File: config.mk
export PLATFORM = sky130hd
export DESIGN_NAME = bignum_stream_port_flat
export DESIGN_NICKNAME = d
export VERILOG_FILES = /design/src/rtl/bignum_stream_port_if.sv /design/src/rtl/bignum_stream_port.sv /design/src/flat_wrapper.sv
export SDC_FILE = /design/constraint.sdc
export NUM_CORES = 1
export LEC_CHECK = 0
export BUFFER_PORTS_ARGS = -buffer_cell sky130_fd_sc_hd__buf_2
export CORE_MARGIN = 2
export CORE_UTILIZATION = 49
export DETAILED_ROUTE_END_ITERATION = 8
export PLACE_DENSITY = 0.77
export SYNTH_ARGS = -nofsm -noshare
export SYNTH_HDL_FRONTEND = slang
export SYNTH_SLANG_ARGS = --single-unit
export TNS_END_PERCENT = 5
File: constraint.sdc
create_clock -name i_clk -period 3.3 [get_ports i_clk]
set_input_delay 0.495 -clock i_clk [delete_from_list [all_inputs] [get_ports i_clk]]
set_output_delay 0.495 -clock i_clk [all_outputs]
set_load 0.05 [all_outputs]
File: src/rtl/bignum_stream_port_if.sv
// bignum_stream_port_if: command, operand/result stream, adder handshake and SRAM bus of the stream port.
interface bignum_stream_port_if #(parameter int ADRBW = 20, parameter int WRDBW = 16, parameter int VARBW = 17);
  logic             i_start;
  logic             i_sub;
  logic [VARBW-1:0] i_varsize;
  logic [ADRBW-1:0] i_x1addr;
  logic [ADRBW-1:0] i_x2addr;
  logic [ADRBW-1:0] i_x3addr;
  logic             o_busy;
  logic             i_in_valid;
  logic [WRDBW-1:0] i_in_data;
  logic             o_in_ready;
  logic             o_out_valid;
  logic [WRDBW-1:0] o_out_data;
  logic             i_out_ready;
  logic             o_calc_valid;
  logic             o_calc_sub;
  logic             i_calc_done;
  logic             o_own;
  logic             o_wen;
  logic [ADRBW-1:0] o_addr;
  logic [WRDBW-1:0] o_wdata;
  logic [WRDBW-1:0] i_rdata;
  modport slave (
    input  i_start, i_sub, i_varsize, i_x1addr, i_x2addr, i_x3addr, i_in_valid, i_in_data,
           i_out_ready, i_calc_done, i_rdata,
    output o_busy, o_in_ready, o_out_valid, o_out_data, o_calc_valid, o_calc_sub, o_own,
           o_wen, o_addr, o_wdata
  );
  modport master (
    output i_start, i_sub, i_varsize, i_x1addr, i_x2addr, i_x3addr, i_in_valid, i_in_data,
           i_out_ready, i_calc_done, i_rdata,
    input  o_busy, o_in_ready, o_out_valid, o_out_data, o_calc_valid, o_calc_sub, o_own,
           o_wen, o_addr, o_wdata
  );
endinterface

File: src/rtl/bignum_stream_port.sv
// bignum_stream_port: loads x1/x2 into SRAM from a word stream, fires the adder, streams x3 back out.
module bignum_stream_port #(parameter int ADRBW = 20, parameter int WRDBW = 16, parameter int VARBW = 17) (
  input logic              i_clk,
  input logic              i_rst,
  bignum_stream_port_if.slave bus
);
  typedef enum logic [2:0] {IDLE, LOAD1, LOAD2, KICK, WAIT, READ, SEND} state_t;
  state_t           state_q, state_d;
  logic [VARBW-1:0] cnt_q, cnt_d, n_q, n_d;
  logic [ADRBW-1:0] base_q, base_d, x2_q, x2_d, x3_q, x3_d;
  logic [WRDBW-1:0] out_q, out_d;
  logic             sub_q, sub_d, first_q, first_d;
  logic             load, in_hs, out_hs, last_in;
  assign load    = state_q == LOAD1 || state_q == LOAD2;
  assign in_hs   = load && bus.i_in_valid;
  assign out_hs  = state_q == SEND && bus.i_out_ready;
  assign last_in = cnt_q == n_q - VARBW'(1);
  always_comb begin
    state_d = state_q;
    cnt_d   = cnt_q;
    n_d     = n_q;
    base_d  = base_q;
    x2_d    = x2_q;
    x3_d    = x3_q;
    out_d   = out_q;
    sub_d   = sub_q;
    first_d = state_q == KICK;
    case (state_q)
      IDLE: if (bus.i_start && bus.i_varsize != '0) begin
        state_d = LOAD1;
        cnt_d   = '0;
        n_d     = VARBW'(({1'b0, bus.i_varsize} + (VARBW+1)'(WRDBW - 1)) / (VARBW+1)'(WRDBW));
        base_d  = bus.i_x1addr;
        x2_d    = bus.i_x2addr;
        x3_d    = bus.i_x3addr;
        sub_d   = bus.i_sub;
      end
      LOAD1: if (in_hs) begin
        cnt_d   = last_in ? '0 : cnt_q + VARBW'(1);
        state_d = last_in ? LOAD2 : LOAD1;
        base_d  = last_in ? x2_q : base_q;
      end
      LOAD2: if (in_hs) begin
        cnt_d   = cnt_q + VARBW'(1);
        state_d = last_in ? KICK : LOAD2;
      end
      KICK: state_d = WAIT;
      // the adder still reports idle in the first WAIT cycle, so done is only trusted afterwards
      WAIT: if (!first_q && bus.i_calc_done) begin
        state_d = READ;
        cnt_d   = '0;
      end
      READ: begin
        out_d   = bus.i_rdata;
        state_d = SEND;
      end
      SEND: if (out_hs) begin
        cnt_d   = cnt_q + VARBW'(1);
        state_d = cnt_q == n_q ? IDLE : READ;
      end
      default: state_d = IDLE;
    endcase
  end
  always_ff @(posedge i_clk) begin
    if (i_rst) begin
      state_q <= IDLE;
      cnt_q   <= '0;
      n_q     <= '0;
      base_q  <= '0;
      x2_q    <= '0;
      x3_q    <= '0;
      out_q   <= '0;
      sub_q   <= 1'b0;
      first_q <= 1'b0;
    end else begin
      state_q <= state_d;
      cnt_q   <= cnt_d;
      n_q     <= n_d;
      base_q  <= base_d;
      x2_q    <= x2_d;
      x3_q    <= x3_d;
      out_q   <= out_d;
      sub_q   <= sub_d;
      first_q <= first_d;
    end
  end
  assign bus.o_busy       = state_q != IDLE;
  assign bus.o_in_ready   = load;
  assign bus.o_out_valid  = state_q == SEND;
  assign bus.o_out_data   = out_q;
  assign bus.o_calc_valid = state_q == KICK;
  assign bus.o_calc_sub   = sub_q;
  assign bus.o_own        = !(state_q == KICK || state_q == WAIT);
  assign bus.o_wen        = in_hs;
  assign bus.o_wdata      = in_hs ? bus.i_in_data : '0;
  assign bus.o_addr       = load ? base_q + ADRBW'(cnt_q)
                          : (state_q == READ || state_q == SEND) ? x3_q + ADRBW'(cnt_q) : '0;
endmodule

File: src/flat_wrapper.sv
// flat-port wrapper written by rule: the top's interface ports become plain ports
module bignum_stream_port_flat 
#(parameter int ADRBW = 20, parameter int WRDBW = 16, parameter int VARBW = 17)
  (i_clk, i_rst, bus_i_start, bus_i_sub, bus_i_varsize, bus_i_x1addr, bus_i_x2addr, bus_i_x3addr, bus_i_in_valid, bus_i_in_data, bus_i_out_ready, bus_i_calc_done, bus_i_rdata, bus_o_busy, bus_o_in_ready, bus_o_out_valid, bus_o_out_data, bus_o_calc_valid, bus_o_calc_sub, bus_o_own, bus_o_wen, bus_o_addr, bus_o_wdata);
  bignum_stream_port_if #(.ADRBW(ADRBW), .WRDBW(WRDBW), .VARBW(VARBW)) bus_i ();
  input logic i_clk;
  input logic i_rst;
  input wire logic [$bits(bus_i.i_start)-1:0] bus_i_start;
  input wire logic [$bits(bus_i.i_sub)-1:0] bus_i_sub;
  input wire logic [$bits(bus_i.i_varsize)-1:0] bus_i_varsize;
  input wire logic [$bits(bus_i.i_x1addr)-1:0] bus_i_x1addr;
  input wire logic [$bits(bus_i.i_x2addr)-1:0] bus_i_x2addr;
  input wire logic [$bits(bus_i.i_x3addr)-1:0] bus_i_x3addr;
  input wire logic [$bits(bus_i.i_in_valid)-1:0] bus_i_in_valid;
  input wire logic [$bits(bus_i.i_in_data)-1:0] bus_i_in_data;
  input wire logic [$bits(bus_i.i_out_ready)-1:0] bus_i_out_ready;
  input wire logic [$bits(bus_i.i_calc_done)-1:0] bus_i_calc_done;
  input wire logic [$bits(bus_i.i_rdata)-1:0] bus_i_rdata;
  output wire logic [$bits(bus_i.o_busy)-1:0] bus_o_busy;
  output wire logic [$bits(bus_i.o_in_ready)-1:0] bus_o_in_ready;
  output wire logic [$bits(bus_i.o_out_valid)-1:0] bus_o_out_valid;
  output wire logic [$bits(bus_i.o_out_data)-1:0] bus_o_out_data;
  output wire logic [$bits(bus_i.o_calc_valid)-1:0] bus_o_calc_valid;
  output wire logic [$bits(bus_i.o_calc_sub)-1:0] bus_o_calc_sub;
  output wire logic [$bits(bus_i.o_own)-1:0] bus_o_own;
  output wire logic [$bits(bus_i.o_wen)-1:0] bus_o_wen;
  output wire logic [$bits(bus_i.o_addr)-1:0] bus_o_addr;
  output wire logic [$bits(bus_i.o_wdata)-1:0] bus_o_wdata;
  assign bus_i.i_start = bus_i_start;
  assign bus_i.i_sub = bus_i_sub;
  assign bus_i.i_varsize = bus_i_varsize;
  assign bus_i.i_x1addr = bus_i_x1addr;
  assign bus_i.i_x2addr = bus_i_x2addr;
  assign bus_i.i_x3addr = bus_i_x3addr;
  assign bus_i.i_in_valid = bus_i_in_valid;
  assign bus_i.i_in_data = bus_i_in_data;
  assign bus_i.i_out_ready = bus_i_out_ready;
  assign bus_i.i_calc_done = bus_i_calc_done;
  assign bus_i.i_rdata = bus_i_rdata;
  assign bus_o_busy = bus_i.o_busy;
  assign bus_o_in_ready = bus_i.o_in_ready;
  assign bus_o_out_valid = bus_i.o_out_valid;
  assign bus_o_out_data = bus_i.o_out_data;
  assign bus_o_calc_valid = bus_i.o_calc_valid;
  assign bus_o_calc_sub = bus_i.o_calc_sub;
  assign bus_o_own = bus_i.o_own;
  assign bus_o_wen = bus_i.o_wen;
  assign bus_o_addr = bus_i.o_addr;
  assign bus_o_wdata = bus_i.o_wdata;
  bignum_stream_port #(.ADRBW(ADRBW), .WRDBW(WRDBW), .VARBW(VARBW)) u_core (.i_clk(i_clk), .i_rst(i_rst), .bus(bus_i));
endmodule
### Word-level counts from Yosys, hierarchy flattened

Index checks and enable logic that the tools add are counted.

| word-level totals | value |
|---|---|
| register bits after elaboration | 112 |
| output and inout bits | 59 |
| logic and storage cells | 69 |

| cells by class | value |
|---|---|
| add/subtract/negate cells | 5 |
| equality and inequality tests | 14 |
| mux-type cells | 23 |
| reductions and logical operators | 18 |

Operators by type and width:

| cell | number |
|---|---|
| $mux 17 | 6 |
| $mux 20 | 5 |
| $pmux 17 s5 | 1 |
| $add 20x17->20 | 2 |
| $pmux 20 s2 | 1 |
| $pmux 3 s7 | 1 |
| $add 17x4->18 const B | 1 |
| $mux 3 | 6 |
| $add 17x1->17 const B | 1 |
| $eq 17x14->1 | 1 |
| $eq 17x17->1 | 1 |
| $reduce_bool 17->1 | 1 |
| $mux 16 | 1 |
| $sub 14x1->15 const B | 1 |
| $ne 2x1->1 const B | 6 |
| $eq 3x3->1 const B | 3 |
| $eq 3x2->1 const B | 2 |
| $reduce_and 6->1 | 1 |
| $reduce_and 5->1 | 1 |
| $reduce_bool 5->1 | 1 |
| $logic_and 1x1->1 | 4 |
| $reduce_and 4->1 | 1 |
| $eq 3x1->1 const B | 1 |
| $logic_not 3->1 | 1 |
| other kinds (7) | 10 |

### Logic depth before layout (Yosys ltp)

Gate-level depths: netlist (run 1).

| depth | value |
|---|---|
| depth after elaboration | 5 |
| depth in mapped cells | 13 |

### Worst setup path before layout (run 1)

Ideal clock, no wire load.

| path | value |
|---|---|
| kind | register -> output |
| start | reg u_core.cnt_q[0] |
| end | out bus_o_addr[18] |
| arrival | 3393 ps |
| data required time | 2805 ps |
| setup slack | -588 ps |
| stages on the path, launching flop included | 12 |
| path through | dfxtp_1 > ha_1 > fa_1 > a211oi_1 > o21bai_1 > a221oi_2 > nor2b_1 > a311o_1 > a31oi_2 > mux2i_1 > a221oi_1 > o22ai_1 |

| on the way | value |
|---|---|
| cells in the longest elaborated chain, start to end | 3 |
| elaborated cells between the ends (all ways) | 4 |
| classes of those cells | 2 x add/sub; 2 x mux |

Ends and longest elaborated chain:

| what | line | text |
|---|---|---|
| start, declared | bignum_stream_port.sv:9 | `logic [VARBW-1:0] cnt_q, cnt_d, n_q, n_d;` |
| start signal, assigned | bignum_stream_port.sv:77 | `cnt_q <= cnt_d;` |
| $add 20x17->20 | bignum_stream_port.sv:97 | `: (state_q == READ \|\| state_q == SEND) ? x3_q + ADRBW'(cnt_q) : '0;` |
| $mux 20 | bignum_stream_port.sv:97 |  |
| $mux 20 * | bignum_stream_port.sv:96 | `assign bus.o_addr = load ? base_q + ADRBW'(cnt_q)` |
| end, declared | flat_wrapper.sv:27 | `output wire logic [$bits(bus_i.o_addr)-1:0] bus_o_addr;` |

Every way passes the cells marked *; elsewhere a longest branch is shown, timed or not.

### Worst setup path in the final report (run 1)

| path | value |
|---|---|
| start | reg u_core.x3_q[0] |
| end | out bus_o_addr[18] |

| on the way | value |
|---|---|
| cells in the longest elaborated chain, start to end | 3 |

Ends and longest elaborated chain:

| what | line | text |
|---|---|---|
| start, declared | bignum_stream_port.sv:10 | `logic [ADRBW-1:0] base_q, base_d, x2_q, x2_d, x3_q, x3_d;` |
| start signal, assigned | bignum_stream_port.sv:71 | `x3_q <= '0;` |
| start signal, assigned | bignum_stream_port.sv:81 | `x3_q <= x3_d;` |
| $add 20x17->20 | bignum_stream_port.sv:97 |  |
| $mux 20 | bignum_stream_port.sv:97 |  |
| $mux 20 | bignum_stream_port.sv:96 |  |

Every way passes these cells.

==> results of run 1 <==
==> worst min path at each step <==
stage                        startpoint                         to
2_1_floorplan            u_core.x2_q[0]             u_core.x2_q[0]
3_3_place_gp   u_core.bus.o_out_data[4]   u_core.bus.o_out_data[4]
3_5_place_dp   u_core.bus.o_out_data[5]   u_core.bus.o_out_data[5]
4_1_cts                 bus_i_rdata[13]  u_core.bus.o_out_data[13]
5_1_grt                  bus_i_rdata[8]   u_core.bus.o_out_data[8]
6_report               bus_i_x2addr[19]            u_core.x2_q[19]
==> per-layer routing <==
layer,vias to the layer above,track usage,part of all wire
met4,0,0.07233,0.018
met2,240,0.4413,0.48
met1,3127,0.3027,0.44
met5,-,0,0
li1,3476,-,-
met3,26,0.05998,0.062
==> synthesized netlist by cell type, types with 4 or more instances <==
cell type and number:
o21bai_1 4, a21o_1 8, or3_1 4, o21a_1 4
dfxtp_1 112, a211oi_1 17, inv_1 15, nor2b_1 7
nand2_1 163, nand3_1 12, clkbuf_1 38, and4_1 4
a211oi_2 20, nor3_1 17, nor4_1 6, nor2_1 78
and3_1 7, mux2i_1 23, xor2_1 45, or2_2 5
o21ai_0 29, and2_1 19, xnor2_1 34, o22ai_1 19
ha_1 36, nand4_1 11, a21oi_1 94, nand2b_1 7
==> flip-flops by register name, summed over array words and instances (netlist names) <==
register / cells
u_core.x2_q: 20
u_core.cnt_q: 17
u_core.x3_q: 20
u_core.n_q: 14
u_core.bus.o_out_data: 16
u_core.state_q: 3
u_core.first_q: 1
u_core.base_q: 20
u_core.bus.o_calc_sub: 1
==> worst max-delay path: cells and delay by family, from the launching register on <==
| kind | cells | cell delay, ps |
|---|---|---|
| and+or+nand+nor | 1 | 90 |
| adders and majority gates | 2 | 540 |
| AOI/OAI and AO/OA | 7 | 1430 |
| DFF | 1 | 340 |
| muxes | 1 | 280 |
| buffers and inverters | 1 | 190 |
==> what timing repair did <==
action	CTS	global route
cloned	0	0
gates resized for setup	21	10
hold endpoints to repair	0	0
endpoints found under the setup margin	9	12
pin swaps	9	1
==> through the flow <==
stage / cells / utilization / setup TNS (ps)
floorplan: 892 / - / -155.2
global route: 1256 / 0.6257 / -3004
global placement: 1240 / 0.5957 / -195.4
detailed placement: 1240 / 0.5957 / -376.1
CTS: 1256 / 0.6237 / -1645
finish: 1256 / 0.6257 / -1774
==> cell type report <==
cell class / instances / area [um2] / share of cell area
Clock inverter: 7 / 87.58 / 0.01001
Clock buffer: 9 / 225.2 / 0.02573
Timing Repair Buffer: 216 / 1255 / 0.1434
Inverter: 15 / 56.30 / 0.006433
Multi-Input combinational cell: 717 / 4659 / 0.5324
Sequential cell: 112 / 2243 / 0.2563
Tap cell: 180 / 225.2 / 0.02573
==> cells by family after synthesis <==
group / Yosys count / synth area share
buffers and inverters: 63 / 0.03846
AND/OR/NAND/NOR: 350 / 0.2253
XOR/XNOR: 79 / 0.09802
AO/OA/AOI/OAI: 227 / 0.2185
multiplexers: 23 / 0.03261
adder cells (fa/ha/maj): 38 / 0.06948
flip-flops: 112 / 0.3176
==> report_power, final <==
part	leakage [uW]	internal, uW	switching (uW)	total, uW
registers	0.000915	1420	59.2	1480
logic	0.00276	297	449	745
clock network	0.000148	546	577	1120
total	0.00382	2260	1080	3340
==> flow_metrics.env, run 1 <==
export IMPL_min_path_type="in2reg"
export IMPL_drtIter0Drc=359
export IMPL_timing_final_hold_violations=0
export IMPL_tightest_slew_ps=970.4
export IMPL_postCtsSetupRepairBufs=0
export IMPL_worst_path_max_fanout=3
export IMPL_diodes=0
export IMPL_violations="setup timing"
export IMPL_holdPathStages=3
export IMPL_synth_seq_area_share=0.3176
export IMPL_r2r_start="u_core.n_q[0]"
export IMPL_cts_tree="yes"
export IMPL_power_uw=3344
export IMPL_synth_warnings=0
export IMPL_clock_sinks=112
export IMPL_critPathKind="reg2out"
export IMPL_cp_arrival_ps=3250
export IMPL_start_kind="register"
export IMPL_area_delta_synth_final_pct=23.98
export IMPL_viasPerCell=5.469
export IMPL_cp_required_ps=2800
export IMPL_ys_async_sr_fraction=0
export IMPL_dp_slack_ps=-209.1
export IMPL_rows=43
export IMPL_die_h_um=124.0
export IMPL_postPlaceCellArea_um2=8333
export IMPL_max_stage_delay_ps=370
export IMPL_drv_cap=0
export IMPL_synth_nets=1046
export IMPL_clockBufferDepth=2
export IMPL_finalWorstSetupSlack_ps=-447.1
export IMPL_crit_top_cell="a221oi_2"
export IMPL_endpoint="bus_o_addr[18]"
export IMPL_period_needed_ps=3747
export IMPL_hpwl_um=14400
export IMPL_r2r_slack_ps=270
export IMPL_cp_startpoint="u_core.x3_q[0]"
export IMPL_grt_overflow=0
export IMPL_irDropWorstVdd_mv=0.3690
export IMPL_final_cell_mix="163 x nand2_1, 161 x buf_2, 111 x dfxtp_1"
export IMPL_finClkSkew_ps=9.300
export IMPL_antenna_left=0
export IMPL_num_vias=6869
export IMPL_crit_chain="ha_4 > fa_2 > a211oi_4 > o21bai_2 > a221oi_2 > nor2b_1 > a311o_1 > a31oi_2 > mux2i_1 > a221oi_2 > o22ai_2 > buf_6"
export IMPL_numPortBuffers=174
export IMPL_avgRoutedWirePerCell_um=15.00
export IMPL_hold_buffers=0
export IMPL_totalWireLength_um=18840
export IMPL_end_kind="output port"
export IMPL_first_pass_iters=5
export IMPL_grt_pass1_vias=6495
export IMPL_insertion_delay_ps=370
export IMPL_powerDensity_nw_per_um2=382.1
export IMPL_fp_dieW_um=124.0
export IMPL_grt_max_degree=42
export IMPL_synth_ff_type="dfxtp_1"
export IMPL_gp_congestion=0.9230
export IMPL_syn_inst=892
export IMPL_slew_viol_final=0
export IMPL_hold_slack_ps=355.7
export IMPL_antenna_found_initial=0
export IMPL_finalSetupViolCount=8
export IMPL_drc=0
export IMPL_pin_count=175
export IMPL_core_area_um2=13990
export IMPL_htreeDepth=3
export IMPL_grt_pass1_wl_um=30420
export IMPL_slowest_stage="fa_2"
export IMPL_synth_edf_count=0
export IMPL_synth_seq_cells=112
export IMPL_fmax_mhz=266.9
export IMPL_synthTopCellsByArea="dfxtp_1 32%, nand2_1 8.7%, a21oi_1 6.7%, ha_1 6.4%, xor2_1 5.6%"
export IMPL_rsz0062_at_grt="yes"
export IMPL_clk_pin_slew_ps=80
export IMPL_outcome="finished, violations left"
export IMPL_numCtsBuffers=9
export IMPL_r2r_cells=11
export IMPL_total_leakage_power_uw=0.003820
export IMPL_drive_gt1_frac=0.2658
export IMPL_finalCritPeriodShare=1.135
export IMPL_grt_use_total=0.2503
export IMPL_final_common_cell="nand2_1"
export IMPL_worstReg2RegEnd="u_core.base_q[5]"
export IMPL_synth_cell_type_count=62
export IMPL_yosysTopAreaCell="dfxtp_1"
export IMPL_synth_top_area_share=0.3176
export IMPL_dieArea_um2=15380
export IMPL_final_nets=1225
export IMPL_syn_area_um2=7059
export IMPL_slew_headroom=0.3507
export IMPL_synth_avg_cell_area_um2=7.914
export IMPL_start_util=0.5047
export IMPL_fillers=1269
export IMPL_cts_root_buf="clkbuf_16"
export IMPL_fin_area_um2=8752
(Power assumes the default switching activity.)
==> inputs of run 2 (changes only) <==
- CORE_UTILIZATION: 49 -> 54
- PLACE_DENSITY: 0.77 -> 0.81
- clock period: 3.3 -> 3.7 ns (I/O delays scaled with it)
==> run 2 against run 1 <==
  * The run still ends with setup timing left
  * Worst setup slack better by 350 ps
  * Non-clock buffer count down 18
  * Combinational power fell by 13%
  * Power down 13%
  * Global-route usage is 0.68 points higher
  * First-iteration DRC count increased by 13%
  * Count of clock-buffer cells in the layout grew 1
  * Largest power group unchanged
==> flow_metrics.env, run 2 (synthesis results as in run 1) <==
export IMPL_gp_congestion=0.9591
export IMPL_grt_pass1_vias=6448
export IMPL_diodes=0
export IMPL_min_path_type="in2reg"
export IMPL_slew_viol_final=0
export IMPL_irDropWorstVdd_mv=0.2397
export IMPL_outcome="finished, violations left"
export IMPL_period_needed_ps=3799
export IMPL_finalWorstSetupSlack_ps=-98.96
export IMPL_area_delta_synth_final_pct=20.86
export IMPL_cp_buffers_inverters=1
export IMPL_timing_final_hold_violations=0
export IMPL_avgRoutedWirePerCell_um=14.80
export IMPL_crit_chain="ha_4 > fa_2 > a211oi_4 > o21bai_2 > a221oi_2 > nor2b_2 > a311o_1 > a31oi_2 > mux2i_1 > a221oi_2 > o22ai_2 > buf_6"
export IMPL_cp_arrival_ps=3240
export IMPL_worst_path_max_fanout=3
export IMPL_drtIter0Drc=407
export IMPL_slew_headroom=0.3586
export IMPL_use_met3=0.05164
export IMPL_grt_use_total=0.2571
export IMPL_start_kind="register"
export IMPL_drc=0
export IMPL_antenna_found_initial=0
export IMPL_clk_pin_slew_ps=80
export IMPL_first_pass_iters=5
export IMPL_cts_tree="yes"
export IMPL_fmax_mhz=263.2
export IMPL_critPathTopFamily="compound AO/OA/AOI/OAI gates"
export IMPL_clock_sinks=112
export IMPL_cts_root_buf="clkbuf_16"
export IMPL_use_met1=0.3195
export IMPL_finalCritPeriodShare=1.027
export IMPL_core_area_um2=12670
export IMPL_start_util=0.5571
export IMPL_pin_count=175
export IMPL_max_stage_delay_ps=390
export IMPL_violations="setup timing"
export IMPL_crit_top_cell="a221oi_2"
export IMPL_htreeDepth=3
export IMPL_numCtsBuffers=9
export IMPL_clockBufferDepth=2
export IMPL_grt_overflow=0
export IMPL_numPortBuffers=174
export IMPL_critPathKind="reg2out"
export IMPL_insertion_delay_ps=360
export IMPL_rows=41
export IMPL_dieArea_um2=14000
export IMPL_powerDensity_nw_per_um2=341.1
export IMPL_grt_pass1_wl_um=29600
export IMPL_totalWireLength_um=18210
export IMPL_grt_busiest_layer="met2"
export IMPL_tightest_slew_ps=958.5
export IMPL_die_h_um=118.3
export IMPL_final_common_cell="buf_2"
export IMPL_reg_top3="u_core.base_q (20), u_core.x2_q (20), u_core.x3_q (20)"
export IMPL_grt_max_degree=73
export IMPL_rsz0062_at_grt="yes"
export IMPL_finalSetupViolCount=2
export IMPL_viasPerCell=5.523
export IMPL_final_cell_mix="167 x buf_2, 163 x nand2_1, 110 x dfxtp_1"
export IMPL_finClkSkew_ps=9.278
export IMPL_drive_gt1_frac=0.2561
export IMPL_final_nets=1207
export IMPL_cp_required_ps=3140
export IMPL_fin_area_um2=8532
export IMPL_met2_usage=0.4447
export IMPL_end_kind="output port"
export IMPL_total_leakage_power_uw=0.003698
export IMPL_slowest_stage="fa_2"
export IMPL_fp_dieW_um=118.3
export IMPL_antenna_left=0
export IMPL_hold_buffers=0
export IMPL_drv_cap=0
export IMPL_hpwl_um=13590
export IMPL_postPlaceCellArea_um2=8084
export IMPL_tns_ps=-162.2
export IMPL_num_vias=6793
## run 2: area by class of cell
cell class / instances / area, um2
fillers: 1078 / 4139
clock buffers: 10 / 229.0
well taps: 172 / 215.2
clock inverters: 6 / 51.30
repair buffers: 198 / 1072
multi-input cells: 717 / 4663
flip-flops and latches: 112 / 2245
inverters: 15 / 56.30
## run 2: worst register-to-register path, cell delays in order (launching register included)
cell and delay (ps):
dfxtp_1 350, inv_1 90, ha_1 330, nor2b_1 350, nand2_1 160, or4_1 520, o21ai_0 90, and4b_2 340
a31o_4 530, nor2_1 150, a211oi_2 200
## run 2: worst paths after layout
path         slack (ps)                startpoint  depth (start not counted)                  endpoint
max reg2reg         540             u_core.n_q[1]                         10          u_core.base_q[6]
max                -100           u_core.cnt_q[0]                         12            bus_o_addr[18]
min reg2reg         450  u_core.bus.o_out_data[3]                          2  u_core.bus.o_out_data[3]
min                 420          bus_i_x2addr[16]                          3           u_core.x2_q[16]
## run 2: metrics by stage
stage	util	total power [uW]	hold slack, ps	cells	worst slack, ps
3_3_place_gp	0.6380	1966	439.2	1208	57.71
3_5_place_dp	0.6380	1978	445.7	1208	-31.27
6_report	0.6733	2910	418.0	1230	-98.96
5_1_grt	0.6733	3049	427.4	1230	-229.6
4_1_cts	0.6653	2927	410.5	1226	-180.4
2_1_floorplan	-	1799	436.0	892	-79.47
## run 2: layer usage
metal,vias to the layer above,part of all wire
li1,3451,-
met5,-,0
met3,24,0.068
met2,209,0.48
met4,0,0.017
met1,3109,0.43
## run 2: power breakdown
group | switching [uW] | total (uW) | internal [uW]
sequential | 56.4 | 1320 | 1260
combinational | 393 | 645 | 252
clock | 475 | 943 | 468
total | 925 | 2910 | 1990
## run 2: timing repair
action                     CTS  global route
setup endpoints to repair    4             8
gates resized for setup     14            20
cloned                       0             0
buffers inserted             2             4
pin swaps                    8             8
